===== config.mk =====
export PLATFORM = sky130hd
export DESIGN_NAME = mips_ctrl_ext_exmem
export DESIGN_NICKNAME = d
export VERILOG_FILES = /design/src/rtl/mips_ctrl_ext_exmem.sv
export SDC_FILE = /design/constraint.sdc
export NUM_CORES = 1
export LEC_CHECK = 0
export ABC_AREA = 1
export BUFFER_PORTS_ARGS = -buffer_cell sky130_fd_sc_hd__buf_4
export CORE_AREA = 2 2 151 109
export CTS_CLUSTER_SIZE = 16
export DETAILED_ROUTE_END_ITERATION = 8
export DIE_AREA = 0 0 153 111
export SLEW_MARGIN = 20
export SYNTH_ARGS = -nofsm -noshare
export SYNTH_HDL_FRONTEND = slang
export SYNTH_SLANG_ARGS = --single-unit

===== constraint.sdc =====
create_clock -name clk -period 1.14 [get_ports clk]
set_input_delay 0.171 -clock clk [delete_from_list [all_inputs] [get_ports clk]]
set_output_delay 0.171 -clock clk [all_outputs]
set_load 0.02 [all_outputs]

===== src/rtl/mips_ctrl_ext_exmem.sv =====
// ID-stage main control decoder and immediate extender (combinational),
// plus the clocked EX/MEM pipeline register carrying EX results into MEM.
module mips_ctrl_ext_exmem (
    input  logic        clk,
    input  logic        rst,
    input  logic [5:0]  OpCode,
    input  logic [5:0]  Funct,
    input  logic [15:0] Imm16,
    output logic [1:0]  jump,
    output logic        RegDst,
    output logic [1:0]  Branch,
    output logic        MemR,
    output logic        Mem2R,
    output logic        MemW,
    output logic        RegW,
    output logic        Alusrc,
    output logic [1:0]  EXTOp,
    output logic [4:0]  Aluctrl,
    output logic [31:0] Imm32,
    input  logic        EX_MEM_WR,
    input  logic [31:0] NPC_IN,
    output logic [31:0] NPC_OUT,
    input  logic [31:0] ALU_C_IN,
    output logic [31:0] ALU_C_OUT,
    input  logic [31:0] RT_DATA_IN,
    output logic [31:0] RT_DATA_OUT,
    input  logic        ZERO_IN,
    output logic        ZERO_OUT,
    input  logic [1:0]  jump_in,
    output logic [1:0]  jump_out,
    input  logic [1:0]  Branch_IN,
    output logic [1:0]  Branch_OUT,
    input  logic [4:0]  reg_rd_in,
    output logic [4:0]  reg_rd_out,
    input  logic        MEMR_IN,
    output logic        MEMR_OUT,
    input  logic        MEMW_IN,
    output logic        MEMW_OUT,
    input  logic        REGW_IN,
    output logic        REGW_OUT,
    input  logic        MEM2R_IN,
    output logic        MEM2R_OUT
);

    localparam logic [4:0] ALU_NOP  = 5'b00000;
    localparam logic [4:0] ALU_ADD  = 5'b00001;
    localparam logic [4:0] ALU_SUB  = 5'b00010;
    localparam logic [4:0] ALU_AND  = 5'b00011;
    localparam logic [4:0] ALU_OR   = 5'b00100;
    localparam logic [4:0] ALU_SLT  = 5'b00101;
    localparam logic [4:0] ALU_SLL  = 5'b00110;
    localparam logic [4:0] ALU_SRL  = 5'b00111;
    localparam logic [4:0] ALU_XOR  = 5'b01000;
    localparam logic [4:0] ALU_NOR  = 5'b01001;
    localparam logic [4:0] ALU_SLTU = 5'b01010;

    logic       r_known;
    logic [4:0] r_alu;

    // R-type funct to ALU op; r_known=0 for funct values that are not ALU ops
    always_comb begin
        r_known = 1'b1;
        r_alu   = ALU_NOP;
        case (Funct)
            6'b100000, 6'b100001: r_alu = ALU_ADD;
            6'b100010, 6'b100011: r_alu = ALU_SUB;
            6'b100100:            r_alu = ALU_AND;
            6'b100101:            r_alu = ALU_OR;
            6'b100110:            r_alu = ALU_XOR;
            6'b100111:            r_alu = ALU_NOR;
            6'b101010:            r_alu = ALU_SLT;
            6'b101011:            r_alu = ALU_SLTU;
            6'b000000:            r_alu = ALU_SLL;
            6'b000010:            r_alu = ALU_SRL;
            default:              r_known = 1'b0;
        endcase
    end

    always_comb begin
        jump    = 2'b00;
        RegDst  = 1'b0;
        Branch  = 2'b00;
        MemR    = 1'b0;
        Mem2R   = 1'b0;
        MemW    = 1'b0;
        RegW    = 1'b0;
        Alusrc  = 1'b0;
        EXTOp   = 2'b00;
        Aluctrl = ALU_NOP;
        case (OpCode)
            6'b000000: begin
                if (r_known) begin
                    RegW    = 1'b1;
                    Aluctrl = r_alu;
                end else if (Funct == 6'b001000) begin
                    jump = 2'b11;
                end
            end
            6'b001000, 6'b001001: begin
                RegDst = 1'b1; Alusrc = 1'b1; RegW = 1'b1; EXTOp = 2'b01; Aluctrl = ALU_ADD;
            end
            6'b001010: begin
                RegDst = 1'b1; Alusrc = 1'b1; RegW = 1'b1; EXTOp = 2'b01; Aluctrl = ALU_SLT;
            end
            6'b001100: begin
                RegDst = 1'b1; Alusrc = 1'b1; RegW = 1'b1; Aluctrl = ALU_AND;
            end
            6'b001101: begin
                RegDst = 1'b1; Alusrc = 1'b1; RegW = 1'b1; Aluctrl = ALU_OR;
            end
            6'b001110: begin
                RegDst = 1'b1; Alusrc = 1'b1; RegW = 1'b1; Aluctrl = ALU_XOR;
            end
            6'b001111: begin
                RegDst = 1'b1; Alusrc = 1'b1; RegW = 1'b1; EXTOp = 2'b10; Aluctrl = ALU_ADD;
            end
            6'b100011: begin
                MemR = 1'b1; Mem2R = 1'b1; RegW = 1'b1; RegDst = 1'b1; Alusrc = 1'b1;
                EXTOp = 2'b01; Aluctrl = ALU_ADD;
            end
            6'b101011: begin
                MemW = 1'b1; Alusrc = 1'b1; EXTOp = 2'b01; Aluctrl = ALU_ADD;
            end
            6'b000100: begin
                Branch = 2'b01; EXTOp = 2'b01; Aluctrl = ALU_SUB;
            end
            6'b000101: begin
                Branch = 2'b10; EXTOp = 2'b01; Aluctrl = ALU_SUB;
            end
            // jal only redirects; the link register write is handled elsewhere
            6'b000010: begin
                Branch = 2'b11; jump = 2'b01;
            end
            6'b000011: begin
                Branch = 2'b11; jump = 2'b10;
            end
            default: ;
        endcase
    end

    always_comb begin
        case (EXTOp)
            2'b00:   Imm32 = {16'b0, Imm16};
            2'b10:   Imm32 = {Imm16, 16'b0};
            default: Imm32 = {{16{Imm16[15]}}, Imm16};
        endcase
    end

    // Reset wins over the write enable; with EX_MEM_WR low everything holds
    always_ff @(posedge clk) begin
        if (!rst) begin
            NPC_OUT     <= '0;
            ALU_C_OUT   <= '0;
            RT_DATA_OUT <= '0;
            ZERO_OUT    <= 1'b0;
            jump_out    <= 2'b00;
            Branch_OUT  <= 2'b00;
            reg_rd_out  <= 5'b0;
            MEMR_OUT    <= 1'b0;
            MEMW_OUT    <= 1'b0;
            REGW_OUT    <= 1'b0;
            MEM2R_OUT   <= 1'b0;
        end else if (EX_MEM_WR) begin
            NPC_OUT     <= NPC_IN;
            ALU_C_OUT   <= ALU_C_IN;
            RT_DATA_OUT <= RT_DATA_IN;
            ZERO_OUT    <= ZERO_IN;
            jump_out    <= jump_in;
            Branch_OUT  <= Branch_IN;
            reg_rd_out  <= reg_rd_in;
            MEMR_OUT    <= MEMR_IN;
            MEMW_OUT    <= MEMW_IN;
            REGW_OUT    <= REGW_IN;
            MEM2R_OUT   <= MEM2R_IN;
        end
    end

endmodule


## Word level (Yosys, flattened, before mapping)

Index checks and enable logic that the tools add are counted.

| storage, ports and cells | value |
|---|---|
| register bits after elaboration | 110 |
| input bits | 141 |
| word-level logic and storage cells | 65 |

| operators by class | value |
|---|---|
| equality and inequality tests | 26 |
| mux-type cells | 16 |
| reductions and logical operators | 12 |

Operator list:

| kind | count |
|---|---|
| $eq 6x6->1 const B | 12 |
| $pmux 32 s2 | 1 |
| $eq 6x4->1 const B | 8 |
| $pmux 4 s10 | 1 |
| $pmux 5 s7 | 1 |
| $eq 6x2->1 const B | 3 |
| $eq 6x3->1 const B | 2 |
| $logic_not 6->1 | 2 |
| $pmux 2 s3 | 2 |
| $reduce_or 12->1 | 1 |
| $reduce_or 9->1 | 1 |
| $reduce_or 2->1 | 4 |
| $reduce_or 8->1 | 1 |
| $reduce_or 7->1 | 1 |
| $mux 1 | 6 |
| $mux 5 | 1 |
| $reduce_or 5->1 | 1 |
| $mux 2 | 2 |
| $pmux 2 s2 | 1 |
| $eq 2x2->1 const B | 1 |
| $logic_not 2->1 | 1 |
| $pmux 1 s2 | 1 |

## Longest topological paths before layout

Gate-level depths: netlist of run 1.

| logic depth | value |
|---|---|
| depth in word-level cells | 5 |
| mapped depth | 9 |
| depth with buffers taken out | 8 |

## Worst setup path after synthesis of run 1

OpenSTA, ideal clock, no wires.

| timing | value |
|---|---|
| kind | input -> output |
| start point | input port OpCode[2] |
| end point | output port RegW |
| data arrival time | 1.099 ns |
| setup slack | -0.130 ns |
| stages | 5 |
| buffers on the path | 0 |
| cell sequence | nor2_1 > inv_1 > nor2_1 > nor3_1 > nand2_1 |

| on the way | value |
|---|---|
| longest elaborated chain between the ends | 3 |

Ends and longest elaborated chain:

| element | RTL line | text |
|---|---|---|
| from (decl) | 6 | `input logic [5:0] OpCode,` |
| $eq 6x6->1 / $eq 6x4->1 (equally long branches) | 90 | `case (OpCode)` |
| $reduce_or 8->1 (no source line) | -- |  |
| $pmux 1 s2 (*) | 90 |  |
| to (decl) | 15 | `output logic RegW,` |

Mark *: on every way between the ends. The rest lies on a longest branch, timed or not.

## Worst setup path in the final report of run 1

| timing | value |
|---|---|
| start point | input port OpCode[4] |
| end point | output port Imm32[26] |

| on the way | value |
|---|---|
| longest elaborated chain between the ends | 5 |

Ends and longest elaborated chain:

| element | RTL line | text |
|---|---|---|
| $eq 6x3->1, or another cell as far along | 90 |  |
| $reduce_or 7->1 (no source line) | -- |  |
| $pmux 2 s2 (*) | 90 |  |
| $eq 2x2->1 / $logic_not 2->1 (equally long branches) | 142 | `case (EXTOp)` |
| $pmux 32 s2 (*) | 142 |  |
| to (decl) | 19 | `output logic [31:0] Imm32,` |

Marks and branches as above.

==> summary by stage, run 1 <==
Setup path
The family of cells with the greatest summed delay on the critical path is simple AND/OR/NAND/NOR gates. The start-to-end type of the worst setup path is in2out. The slowest library cell on the worst path is sky130_fd_sc_hd__buf_12.

The worst setup path is launched from an input pin. The cell repeated most along the worst path is sky130_fd_sc_hd__nor2_4. The stage delay of the slowest cell on the critical path is between 150 and 200 ps. The biggest fanout along the worst timing path is 8. The nature of the critical path endpoint is an output pin. In this run the critical register-to-register path is launched from RT_DATA_OUT[7]$_SDFFE_PN0P_. The critical path goes through buf_8, nor2_4, buf_12, nand3_4, nor2_4, nor2_4, nand2_4, nand2_8, buf_12, nand2_4, buf_6. For flop-to-flop paths, the worst setup slack is 500 ps. The critical register-to-register path endpoint is RT_DATA_OUT[7]$_SDFFE_PN0P_. The arrival time reported for the critical path endpoint is around 1300 ps. At the worst endpoint, the required time is just under 1000 ps. The combined buffer and inverter count along the critical path is 4. The worst register-to-register path has a depth of 2.

CTS
The maximum level of the CTS H-tree is 3. The maximum buffer depth of the clock tree is 2. CTS placed an instance of sky130_fd_sc_hd__clkbuf_16 at the clock tree root. CTS saw 110 sinks. The clock buffer count from CTS is 9.

The clock transition at the register clock pins on the worst setup and hold paths after CTS is approximately 80 ps. The worst-skew pair later-pin latency is ~360 ps. The CTS tree is yes.

STA
The number of hold violations in the final report is 0. The max-slew violation count is 0. Clock skew on the completed layout was measured at 0 ps.

The clock period minus final worst setup slack is roughly 1400 ps. After layout, the worst setup slack is -289.6 ps. The share of the clock period used by the worst path is 125.4%. Setup repair after global routing could not meet its margin everywhere. The highest clock frequency the design can meet is about 700 MHz. Setup violations remaining at the end of the flow were counted as between 40 and 50.

Global routing
The via count of the first global-routing pass is roughly 5000. The initial antenna violation count was 0. The combined global-route utilization of all metal layers is roughly 18%. The sum of overflow across all layers after global routing is 0. The first global-routing pass estimated approximately 26 mm of wire. Entering global routing, the biggest net connects 75 pins.

Floorplan
For this configuration, the core starts out at a cell density of around 29%. The die boundary width is 153 um. From bottom edge to top edge, the die measures roughly 110 um. The boundary pin count is 300. The site row count is 39.

The core region is ~0.016 mm^2. The floorplan step defined a die boundary enclosing between 0.015 and 0.02 mm^2.

Detailed routing
The number of DRC violations after detailed-routing iteration 0 is roughly 290. The highest metal layer carrying signal wires in the routed design is met4. Wires add up to about 16 mm. The post-route antenna net violation count is 0.

The via count is ~5200. The average routed wire per standard cell is 13.63 um. The via density per instance is 4.382.

The total met3 wirelength after detailed routing is about 1.3 mm. Wire segments on met2 add up to roughly 7.6 mm in the final route. For this run, design rule violations remaining after detail routing come to 0. After detailed routing, the wire length on met1 is 6.927 mm. The first TritonRoute pass finished after 4 iterations.

Cells and area
The antenna cell count is 0. The fraction of final layout cells with drive strength greater than 1 is between 40% and 50%. The non-filler instance count after layout is approximately 1200. The fraction of the core area covered by cells at the end of the flow is 52.75%. The final layout contains around 1100 nets. From synthesis to final layout, the design area changed by 82.55%.

Yosys
The number of nets produced by synthesis is around 800. The cell area after synthesis is 0.004554 mm^2. The share of the synthesized area in the top cell type is ~48%. By area the synthesized netlist is led by sky130_fd_sc_hd__dfxtp_1 (48%), sky130_fd_sc_hd__nor2_1 (21%), sky130_fd_sc_hd__o21ai_0 (12%). Synthesis inferred between 100 and 150 register bits. Of the synthesized area, sequential elements account for between 40% and 50%.

The distinct cell type count after synthesis is 23. The post-synthesis area per instance is around 7.0 um^2. Yosys printed 0 warnings.

sky130_fd_sc_hd__dfxtp_1 takes more of the synthesized area than any other cell. The number of instances in the synthesized netlist is about 660.

Power and ir drop
In this run the power spent charging and discharging nets is approximately 2.8 mW. The maximum vdd drop is between 0.8 and 0.9 mV. The post-layout total power is 10.26 mW. The internal portion of the total power is 7.444 mW.

The leakage power is approximately 4.2 nW. Net switching is a little over a quarter of the power. The clock network accounts for between 30% and 40% of the total power. The share of total power dissipated in sequential elements is between 40% and 50%. Dividing total power by cell area gives a power density of 1234 mW/mm^2. The combinational power share is between 20% and 30%.

Hold path
The endpoint with the worst hold slack is RT_DATA_OUT[23]$_SDFFE_PN0P_. The worst hold path begins at RT_DATA_IN[23]. The class of the tightest hold or removal check is in2reg. Along the worst hold path, the cell count comes to 3.

Placement
The detailed placer's ending HPWL is 11.55 mm. Input and output buffers added on the ports amount to between 200 and 300. The post-placement worst setup slack is -311.3 ps. After detailed placement, the design holds a cell count of 1153. Routability-driven placement finished with a final weighted congestion of 0.8580.

Run
The max capacitance violation total is 0.

Status
The flow ran to the end, but the final reports show violations. The checks that failed: setup timing.
[registers in the layout, indices dropped and copies added (netlist names)]
name         cells
ALU_C_OUT       32
reg_rd_out       5
MEMR_OUT         1
NPC_OUT         32
Branch_OUT       2
REGW_OUT         1
ZERO_OUT         1
jump_out         2
RT_DATA_OUT     32
MEMW_OUT         1
MEM2R_OUT        1
[layout by cell type, fill, tap and decap left out, types with 3 or more instances in the layout]
master / Yosys / layout
sky130_fd_sc_hd__buf_4: 4 / 280
sky130_fd_sc_hd__nor2_1: 252 / 230
sky130_fd_sc_hd__o21ai_0: 113 / 112
sky130_fd_sc_hd__dfxtp_1: 110 / 110
sky130_fd_sc_hd__buf_6: 0 / 53
sky130_fd_sc_hd__nand2_1: 59 / 41
sky130_fd_sc_hd__inv_1: 35 / 30
sky130_fd_sc_hd__nor2_4: 1 / 21
sky130_fd_sc_hd__nand2_4: 2 / 16
sky130_fd_sc_hd__nand2_2: 12 / 15
sky130_fd_sc_hd__buf_12: 1 / 13
sky130_fd_sc_hd__nand3_1: 11 / 10
sky130_fd_sc_hd__clkbuf_16: 0 / 10
sky130_fd_sc_hd__nor2_2: 3 / 5
sky130_fd_sc_hd__inv_2: 3 / 5
sky130_fd_sc_hd__bufinv_16: 0 / 3
[metrics by stage]
stage | setup TNS (ps) | area (um^2) | hold WS [ps]
finish | -8247 | 8314 | 29.68
CTS | -10680 | 7991 | 25.03
global placement | -10600 | 7333 | 393.2
detailed placement | -11010 | 7333 | 396.4
global route | -10810 | 8314 | 23.63
floorplan | -780.6 | 4644 | 305.9
[kinds of logic (layout without fill, tap and decap cells)]
family,Yosys count,in the layout,share of synthesized area (%)
AND/OR/NAND/NOR,349,349,31.18
AO/OA/AOI/OAI,114,114,12.61
flip-flops,110,110,48.35
buffers and inverters,81,404,7.775
other,1,1,0.08234
[worst reg2reg max path, stage by stage (launching register included)]
cell and delay (ps):
sky130_fd_sc_hd__dfxtp_1 310, sky130_fd_sc_hd__o21ai_0 160, sky130_fd_sc_hd__nor2_1 60
[power by group through the flow]
| stage | registers (mW) | logic [mW] | clock network, mW |
|---|---|---|---|
| after floorplan | 4.64 | 0.658 | 0 |
| after global placement | 4.32 | 2.15 | 0 |
| after detailed placement | 4.32 | 2.16 | 0 |
| after CTS | 4.24 | 2.23 | 3.82 |
| after global routing | 4.27 | 2.51 | 3.97 |
| final | 4.24 | 2.31 | 3.72 |
[synth_stat cells (all sizes together)]
master and n:
nor2 256, dfxtp 110, inv 38, o2bb2ai 1, nand4 2, buf 19, nand2 73, conb 1
nor3b 1, nand3b 2, nor3 1, nand3 14, clkbuf 23, clkinv 1, o21ai 113
[per-layer routing]
layer  GRT usage, %  vias up
met5              0        -
met4          5.062        0
met3          6.489       17
met2          30.40      198
met1          23.05     2296
li1               -     2673
[how the worst max path moves through the flow]
| stage | slack [ps] | depth (start not counted) | endpoint | startpoint |
|---|---|---|---|---|
| finish | -290 | 11 | Imm32[26] | OpCode[4] |
| floorplan | -70 | 8 | Imm32[19] | OpCode[4] |
| CTS | -290 | 11 | Imm32[21] | OpCode[5] |
| global placement | -300 | 10 | Imm32[21] | OpCode[4] |
| global route | -350 | 11 | Aluctrl[0] | OpCode[4] |
| detailed placement | -310 | 10 | Imm32[29] | OpCode[4] |
[final cells by class]
type                       instances  area, um^2
clock buffer                      10       239.0
clock inverter                     6       116.4
fill                            1459        7447
inverter                          39       160.2
multi-input combinational        464        2313
sequential                       110        2202
tap                              205       256.5
timing repair buffer             349        3027
[what timing repair did]
item,in CTS,in global routing
buffers inserted,9,5
pin swaps,7,18
hold buffers,0,0
setup endpoints to repair,47,48
cloned,2,1
resized for setup,40,84
Note: power is estimated with default switching activity, not from simulation.
==> inputs of run 2 (changes only) <==
--- a/config.mk
+++ b/config.mk
@@ -11,7 +11,9 @@
 export CTS_CLUSTER_SIZE = 16
 export DETAILED_ROUTE_END_ITERATION = 8
 export DIE_AREA = 0 0 153 111
+export SETUP_SLACK_MARGIN = 0.4
 export SLEW_MARGIN = 20
 export SYNTH_ARGS = -nofsm -noshare
 export SYNTH_HDL_FRONTEND = slang
 export SYNTH_SLANG_ARGS = --single-unit
+export TNS_END_PERCENT = 30
==> run 2 against run 1 <==
Net effect:
- core utilization is 4.3 points higher
- the run still ends with setup timing left
- cell area rose by 8.2%
- sequential cell count unchanged
- first-iteration DRC count fell by 9.3%
- routed wire length up 8.6%
- largest cell class unchanged
==> summary by stage, run 2 (same netlist as run 1, synthesis figures left out) <==
Status
The flow ran to the end, but the final reports show violations. The final reports fail on setup timing.

Detailed routing
The number of DRC violations after detailed-routing iteration 0 is 262 (-9.3%). The post-route antenna net violation count is 0 (unchanged). The via count is 5357 (+3.3%).

The DRC violation count after routing came to 0 (unchanged). The iteration count of the initial detailed-routing pass was 4 (unchanged). The average routed wire per standard cell is 14.65 um (+7.5%).

The total wire length was 17.51 mm (+8.6%). The via density per instance is 4.483 (+2.3%).

Floorplan
The height of the die is 111 um (unchanged). The boundary pin count is 300 (unchanged). The site row count came to 39 (unchanged). The die boundary width is 153 um (unchanged). The die area came to 0.01698 mm^2 (unchanged). The initial cell density of the core came to 28.90% (unchanged). The core area is 0.01576 mm^2 (unchanged).

Setup path
The worst setup path is launched from an input pin. The family of cells with the greatest summed delay on the critical path is simple AND/OR/NAND/NOR gates. For this design, the slowest cell found on the critical path is sky130_fd_sc_hd__nor2_4. The length in cells of the worst reg-to-reg path came to 2 (unchanged). The critical path depth is 10 (-1). The biggest fanout along the worst timing path is 6 (-2). The combined buffer and inverter count along the critical path is 3 (-1). The launching point of the worst reg2reg path is ALU_C_OUT[30]$_SDFFE_PN0P_. Traced cell by cell, the critical path runs through buf_8, nor2_4, nand3_2, nor2_4, nor2_4, nand2_4, nand2_8, buf_6, nand2_2, buf_6. The worst register-to-register path ends at ALU_C_OUT[30]$_SDFFE_PN0P_. The start-to-end type of the worst setup path is in2out. The origin of the worst setup path is OpCode[4]. The stage delay of the slowest cell on the critical path was 210 ps (+50 ps).

The worst reg-to-reg setup slack came to 460 ps (-40 ps). The arrival time reported for the critical path endpoint is 1310 ps (+50 ps). STA classifies the critical path endpoint as an output pin. The end of the critical path is Imm32[18].

Among the stages of the critical path, the cell type that occurs most often is sky130_fd_sc_hd__nor2_4. The data required time of the critical path is 970 ps (about the same).

Placement
The placed cell count is 1161 (+0.69%). The detailed placer's ending HPWL is 12.06 mm (+4.4%). The placer congestion estimate is 0.7917 (-7.7%). The cell area after placement was 0.007531 mm^2 (+2.7%).

The total of buffers placed on input and output ports was 298 (unchanged).

Cells and area
The number of nets at the end of the flow is 1126 (+1.1%). In the final layout, the registers with the most flip-flops are ALU_C_OUT x32, NPC_OUT x32, RT_DATA_OUT x32. The library cells used most frequently in the layout, excluding fill and tap cells, are sky130_fd_sc_hd__nor2_1 (228), sky130_fd_sc_hd__buf_4 (173), sky130_fd_sc_hd__buf_6 (167). The fraction of final layout cells with drive strength greater than 1 is 57.78% (+13 points). The finished layout cell area is 0.008994 mm^2 (+8.2%). The non-filler instance count after layout is 1195 (+1.0%). Relative to the synthesized area, the layout overhead comes to 97.47%. The leading cell type in the layout, fill and taps excluded is sky130_fd_sc_hd__nor2_1.

The fraction of the core area covered by cells at the end of the flow is 57.06% (+4.3 points). The number of filler cells placed in the layout came to 1380 (-5.4%). The antenna cell count is 0 (unchanged).

CTS
TritonCTS built the clock tree. The worst-skew pair later-pin latency is 350 ps (about the same). The clock buffer count from CTS was 9 (unchanged).

The cell sitting at the root of the clock tree is a sky130_fd_sc_hd__clkbuf_16. The clock sink total is 110 (unchanged). The maximum level of the CTS H-tree came to 3 (unchanged). The clock transition at the register clock pins on the worst setup and hold paths after CTS was 90 ps (about the same). The maximum buffer depth of the clock tree is 2 (unchanged).

Global routing
The sum of overflow across all layers after global routing is 0 (unchanged). The via count of the first global-routing pass was 5394 (+8.2%). The global-route wire length before repair is 27.75 mm (+7.9%). The initial antenna violation count is 0 (unchanged). The combined global-route utilization of all metal layers is 20.13% (+1.6 points). The pin count of the biggest net entering global routing is 54 (-28%).

STA
The max-slew violation count is 0 (unchanged). The number of hold violations in the final report is 0 (unchanged). The clock skew after layout is 0 ps (unchanged).

The highest clock frequency the design can meet was 677.2 MHz (-3.2%). The share of the clock period used by the worst path came to 129.5% (+4.1 points). The clock period minus final worst setup slack is 1477 ps (+47.05 ps). The worst hold slack after final layout is 26.51 ps (-3.174 ps). Setup repair after global routing could not meet its margin everywhere. The post-layout worst setup margin is -336.6 ps (-47.06 ps). The count of final setup violators came to 47 (+4.4%).

Power and ir drop
The switching part of the total power came to 30.47% (+3.0 points). The leakage power is 4.385 nW (+4.3%). The combinational power share is 25.2% (+2.7 points). The part of the total power dissipated in the clock network is 31.8% (-4.4 points).

The post-layout total power is 10.11 mW (-1.5%). The relative contribution of sequential cells to total power is 43.0% (+1.7 points). The maximum vdd drop is 0.7066 mV (-20%). The power dissipated by switching net loads is 3.079 mW (+9.2%). The power per standard cell area is 1124 mW/mm^2 (-9.0%). The internal power component is 7.028 mW (-5.6%).

Run
The max capacitance violation total is 0 (unchanged).

Hold path
In this run the worst hold path is classified as in2reg.
-- run 2: changes by cell type in the layout (fill, tap and decap cells not counted), sizes merged --
| cell | before | now |
|---|---|---|
| clkbuf | 11 | 9 |
| bufinv | 3 | 0 |
| dlymetal6s4s | 0 | 1 |
| inv | 39 | 41 |
| clkinv | 1 | 7 |
| buf | 348 | 357 |
| clkinvlp | 2 | 1 |
-- run 2: worst min path at each step --
stage / end / slack, ps / cells past startpoint / start
after global placement: ALU_C_OUT[0]$_SDFFE_PN0P_ / 380 / 3 / ALU_C_IN[0]
after CTS: NPC_OUT[12]$_SDFFE_PN0P_ / 10 / 3 / NPC_IN[12]
after global routing: NPC_OUT[28]$_SDFFE_PN0P_ / 10 / 3 / NPC_IN[28]
final: reg_rd_out[4]$_SDFFE_PN0P_ / 30 / 3 / reg_rd_in[4]
after floorplan: ALU_C_OUT[0]$_SDFFE_PN0P_ / 290 / 2 / ALU_C_IN[0]
after detailed placement: ALU_C_OUT[0]$_SDFFE_PN0P_ / 380 / 3 / ALU_C_IN[0]
-- run 2: per-stage QoR --
stage | TNS [ps] | setup WS, ps
floorplan | -823.9 | -65.61
global placement | -12260 | -336.7
detailed placement | -12490 | -338.2
CTS | -11500 | -298.8
global route | -14550 | -399.5
finish | -11620 | -336.6
-- run 2: final cells by class --
class | instances | area [um^2] | share of cell area, %
Clock buffer | 9 | 225.2 | 2.504
Clock inverter | 7 | 77.57 | 0.8625
Inverter | 39 | 177.7 | 1.976
Multi-Input combinational cell | 464 | 2390 | 26.57
Sequential cell | 110 | 2340 | 26.02
Tap cell | 205 | 256.5 | 2.852
Timing Repair Buffer | 358 | 3505 | 38.97
Timing Repair inverter | 3 | 22.52 | 0.2504
-- run 2: repair_timing --
action,in CTS,in global routing
gates resized for setup,292,50
setup buffers,6,7
setup endpoints to repair,158,160
gates cloned,4,0
hold buffers,1,0
hold endpoints to repair,1,0
pin swaps,16,25
-- run 2: routing by layer --
metal	vias up	share of wire [%]	wire, um	track usage (%)
li1	2700	-	-	-
met1	2442	40	6946	23.17
met2	197	50	8743	35.22
met3	18	8.9	1550	7.506
met4	0	1.5	269	5.370
met5	-	0	0	0
-- run 2: power by group through the flow --
stage,registers [mW],clock network (mW),logic [mW]
after CTS,4.34,3.33,2.49
after global routing,4.38,3.45,2.75
final,4.34,3.21,2.55
after floorplan,4.64,0,0.718
after detailed placement,4.32,0,2.23
after global placement,4.32,0,2.23
-- run 2: worst min-delay path, cell delays in order --
cell and delay, ps:
sky130_fd_sc_hd__buf_4 80, sky130_fd_sc_hd__nor2_1 30, sky130_fd_sc_hd__nor2_1 80
==> inputs of run 3 (changes only) <==
--- a/config.mk
+++ b/config.mk
@@ -5,12 +5,12 @@
 export SDC_FILE = /design/constraint.sdc
 export NUM_CORES = 1
 export LEC_CHECK = 0
-export ABC_AREA = 1
+export ABC_AREA = 0
 export BUFFER_PORTS_ARGS = -buffer_cell sky130_fd_sc_hd__buf_4
-export CORE_AREA = 2 2 151 109
+export CORE_AREA = 2 2 156 112
 export CTS_CLUSTER_SIZE = 16
 export DETAILED_ROUTE_END_ITERATION = 8
-export DIE_AREA = 0 0 153 111
+export DIE_AREA = 0 0 158 114
 export SETUP_SLACK_MARGIN = 0.4
 export SLEW_MARGIN = 20
 export SYNTH_ARGS = -nofsm -noshare
==> run 3 against run 2 <==
Net effect:
- the run still ends with setup timing left
- count of clock-buffer cells in the layout unchanged
- critical path depth fell by 3
- clock skew is the same
- largest cell class unchanged
- cell area is 7.2% higher
- die area rose by 6.1%
- cell count down 12%
- highest routed layer unchanged
- synthesized cell count is 27% lower
- largest power group unchanged
- routed wire length fell by 1.5%
==> summary by stage, run 3 <==
Global routing
The met3 routing resource usage after global routing is 6.421% (-1.1 points). The pin count of the biggest net entering global routing is 53 (-1.9%). The initial antenna violation count is 0 (unchanged). The via count of the first global-routing pass is 4928 (-8.6%).

The sum of overflow across all layers after global routing came to 0 (unchanged). The combined global-route utilization of all metal layers is 18.27% (-1.9 points). The met1 demand-to-capacity share in global routing is 21.90% (-1.3 points).

The layer flagged by global routing as most heavily used is met2. The global-route wire length before repair came to 25.79 mm (-7.1%). The met2 track utilization from global routing is 31.59% (-3.6 points).

Cells and area
The number of nets at the end of the flow is 962 (-15%). The post-synthesis to final-layout area growth is 98.00%. The fraction of final layout cells with drive strength greater than 1 is 67.92% (+10 points). The non-filler instance count after layout came to 1057 (-12%). The number of filler cells placed in the layout is 1398 (+1.3%).

Leaving out fill and tap cells, the most frequent cells in the layout are sky130_fd_sc_hd__buf_6 (173), sky130_fd_sc_hd__buf_4 (168), sky130_fd_sc_hd__nor2b_1 (113). The finished layout cell area came to 0.009642 mm^2 (+7.2%). The largest registers in the layout are ALU_C_OUT x32, NPC_OUT x32, RT_DATA_OUT x32. The leading cell type in the layout, fill and taps excluded is sky130_fd_sc_hd__buf_6. The antenna cell count was 0 (unchanged).

CTS
The clock buffer count from CTS came to 9 (unchanged). The cell at the root of the clock tree is sky130_fd_sc_hd__clkbuf_16. The CTS tree is yes. The worst-skew pair later-pin latency is 350 ps (about the same). The maximum buffer depth of the clock tree is 2 (unchanged). The clock sink total is 110 (unchanged). The clock transition at the register clock pins on the worst setup and hold paths after CTS is 90 ps (about the same).

The maximum level of the CTS H-tree came to 3 (unchanged).

STA
The clock period minus final worst setup slack was 1652 ps (+174.9 ps). The clock skew after layout is 0 ps (unchanged). The post-layout worst setup margin is -511.5 ps (-174.9 ps). The number of hold violations in the final report is 0 (unchanged). The share of the clock period used by the worst path is 144.9% (+15 points). The count of final setup violators is 48 (+2.1%). The highest clock frequency the design can meet is 605.5 MHz (-11%). The max-slew violation count is 0 (unchanged). Setup repair after global routing could not meet its margin everywhere.

Yosys
Counting instances in the post-synthesis netlist gives the leading cell types as sky130_fd_sc_hd__nor2b_1 (131), sky130_fd_sc_hd__mux2i_1 (111), sky130_fd_sc_hd__dfxtp_1 (110). The most repeated cell in the gate-level netlist after synthesis is sky130_fd_sc_hd__nor2b_1. The number of enable-type register cells in the synthesized netlist is 0 (unchanged). The area fraction in and, or, nand and nor cells after synthesis is 22.17% (-9.0 points). sky130_fd_sc_hd__dfxtp_1 takes more of the synthesized area than any other cell. The total number of yosys warnings was 0 (unchanged).

The synthesis-stage register bit count is 110 (unchanged). The compound-cell area share of the yosys netlist is 5.910% (-6.7 points). The post-synthesis mux area share is 22.82% (+23 points). The distinct cell type count after synthesis was 39 (+70%). The share of the synthesized area in the top cell type is 45.22% (-3.1 points). The number of nets produced by synthesis is 622 (-22%). The main flop type after synthesis is sky130_fd_sc_hd__dfxtp_1.

The post-synthesis sequential area ratio is 45.22% (-3.1 points). By area, the combinational part of the netlist is dominated by multiplexers. The post-synthesis area per instance was 10.12 um^2 (+46%).

The share of async-settable or async-resettable flops after synthesis was 0% (unchanged). The number of instances in the synthesized netlist is 481 (-27%). The cell area after synthesis is 0.004870 mm^2 (+6.9%). The parity-gate share of the synthesized area counting xor and xnor cells was 0% (unchanged). Sorting the synthesized cells by area gives the leading types as sky130_fd_sc_hd__dfxtp_1 (45%), sky130_fd_sc_hd__mux2i_1 (23%), sky130_fd_sc_hd__nor2b_1 (17%).

The adder-cell area share of the yosys netlist was 0% (unchanged).

Floorplan
The height of the die was 114 um (+2.7%). The boundary pin count is 300 (unchanged). The die area is 0.01801 mm^2 (+6.1%). The site row count was 40 (+2.6%).

The initial cell density of the core is 29.13% (+0.24 points). The die boundary width is 158 um (+3.3%). The core area is 0.01672 mm^2 (+6.1%).

Placement
The cell area after placement was 0.008065 mm^2 (+7.1%). The total of buffers placed on input and output ports is 298 (unchanged). The detailed placer's ending HPWL was 12.33 mm (+2.2%). The post-placement worst setup slack is -539.2 ps (-201.0 ps). The placer congestion estimate is 0.8382 (+5.9%). The placed cell count was 1019 (-12%).

Status
The run finished, with violations left. The checks that failed: setup timing.

Power and ir drop
The maximum vdd drop is 0.8506 mV (+20%). The post-layout total power is 10.40 mW (+2.9%). The leakage power is 4.500 nW (+2.6%). The power per standard cell area was 1079 mW/mm^2 (-4.0%).

Detailed routing
The number of DRC violations after detailed-routing iteration 0 is 126 (-52%). The DRC violation count after routing is 0 (unchanged). The post-route antenna net violation count is 0 (unchanged). The via density per instance is 4.460 (-0.51%). The total wire length is 17.25 mm (-1.5%).

The via count is 4714 (-12%). The iteration count of the initial detailed-routing pass came to 4 (unchanged). The average routed wire per standard cell is 16.32 um (+11%).

Setup path
The signal on the critical path passes through buf_8, or4b_4, o311a_4, nor2_4, buf_12, a21o_1, buf_6. The biggest fanout along the worst timing path was 15 (+9). The start-to-end type of the worst setup path is in2out. STA classifies the critical path endpoint as an output pin. The slowest stage of the critical path belongs to the cell sky130_fd_sc_hd__or4b_4. The data required time of the critical path was 970 ps (about the same).

The worst setup path is launched from an input pin. The stage delay of the slowest cell on the critical path is 530 ps (+320 ps). The arrival time reported for the critical path endpoint is 1480 ps (+170 ps).

Hold path
The tightest min-delay check is of the in2reg type.

Run
The max capacitance violation total is 0 (unchanged).
-- run 3: changes by cell type after synthesis, moves of 5 or more --
cell / before / now
sky130_fd_sc_hd__a21o_1: 0 / 16
sky130_fd_sc_hd__a21oi_1: 0 / 10
sky130_fd_sc_hd__inv_1: 35 / 2
sky130_fd_sc_hd__mux2i_1: 0 / 111
sky130_fd_sc_hd__nand2_1: 59 / 8
sky130_fd_sc_hd__nand2_2: 12 / 0
sky130_fd_sc_hd__nand2b_1: 0 / 5
sky130_fd_sc_hd__nand3_1: 11 / 5
sky130_fd_sc_hd__nor2_1: 252 / 9
sky130_fd_sc_hd__nor2b_1: 0 / 131
sky130_fd_sc_hd__o21ai_0: 113 / 2
-- run 3: cell families (layout without fill, tap and decap cells) --
group           count (synthesis)  in the layout
simple gates                  178            178
mux                           111            111
flops                         110            110
compound gates                 41             41
buf+inv                        40            385
other cells                     1              1
-- run 3: worst paths after layout --
path / startpoint / to / slack (ps) / cells past startpoint
worst max-delay path: OpCode[3] / Imm32[30] / -510 / 7
worst min register to register: Branch_OUT[1]$_SDFFE_PN0P_ / Branch_OUT[1]$_SDFFE_PN0P_ / 520 / 2
worst max register to register: ALU_C_OUT[3]$_SDFFE_PN0P_ / ALU_C_OUT[3]$_SDFFE_PN0P_ / 480 / 2
worst min-delay path: reg_rd_in[4] / reg_rd_out[4]$_SDFFE_PN0P_ / 70 / 3
-- run 3: layout make-up --
| type | instances | area [um^2] | area share [%] |
|---|---|---|---|
| timing repair buffer | 367 | 3700 | 38.37 |
| multi-input combinational | 331 | 2968 | 30.78 |
| sequential | 110 | 2340 | 24.27 |
| tap | 231 | 289.0 | 2.998 |
| clock buffer | 9 | 225.2 | 2.336 |
| clock inverter | 7 | 112.6 | 1.168 |
| inverter | 2 | 7.507 | 0.07786 |
-- run 3: power breakdown --
part	leakage, nW	internal, mW	switching (mW)
Clock	0.162	1.81	1.68
Sequential	0.947	4.12	0.167
Combinational	3.39	1.48	1.14
-- run 3: per-layer routing --
metal / up-vias / share of wire [%]
met5: - / 0
met4: 0 / 1.2
met3: 14 / 7.1
met2: 144 / 51
met1: 2252 / 40
li1: 2304 / -
-- run 3: through the flow --
stage / setup TNS (ps) / hold WS, ps / util (%)
after global routing: -18970 / 55.60 / 57.68
final: -16850 / 70.07 / 57.68
after global placement: -15960 / 425.9 / 48.25
after floorplan: -6279 / 340.5 / -
after detailed placement: -17200 / 432.5 / 48.25
after CTS: -16290 / 53.20 / 56.86
-- run 3: what timing repair did --
| action | 4_1_cts | 5_1_grt |
|---|---|---|
| resized for setup | 313 | 21 |
| hold buffers | 0 | 0 |
| setup endpoints to repair | 158 | 160 |
| hold endpoints to repair | 0 | 0 |
| pin swaps | 19 | 13 |
| setup buffers | 15 | 5 |
| gates cloned | 2 | 0 |
-- run 3: worst max-delay path, delay by kind of cell --
| family | cells | cell delay, ps |
|---|---|---|
| simple gates | 2 | 630 |
| compound gates | 2 | 290 |
| buf+inv | 3 | 380 |
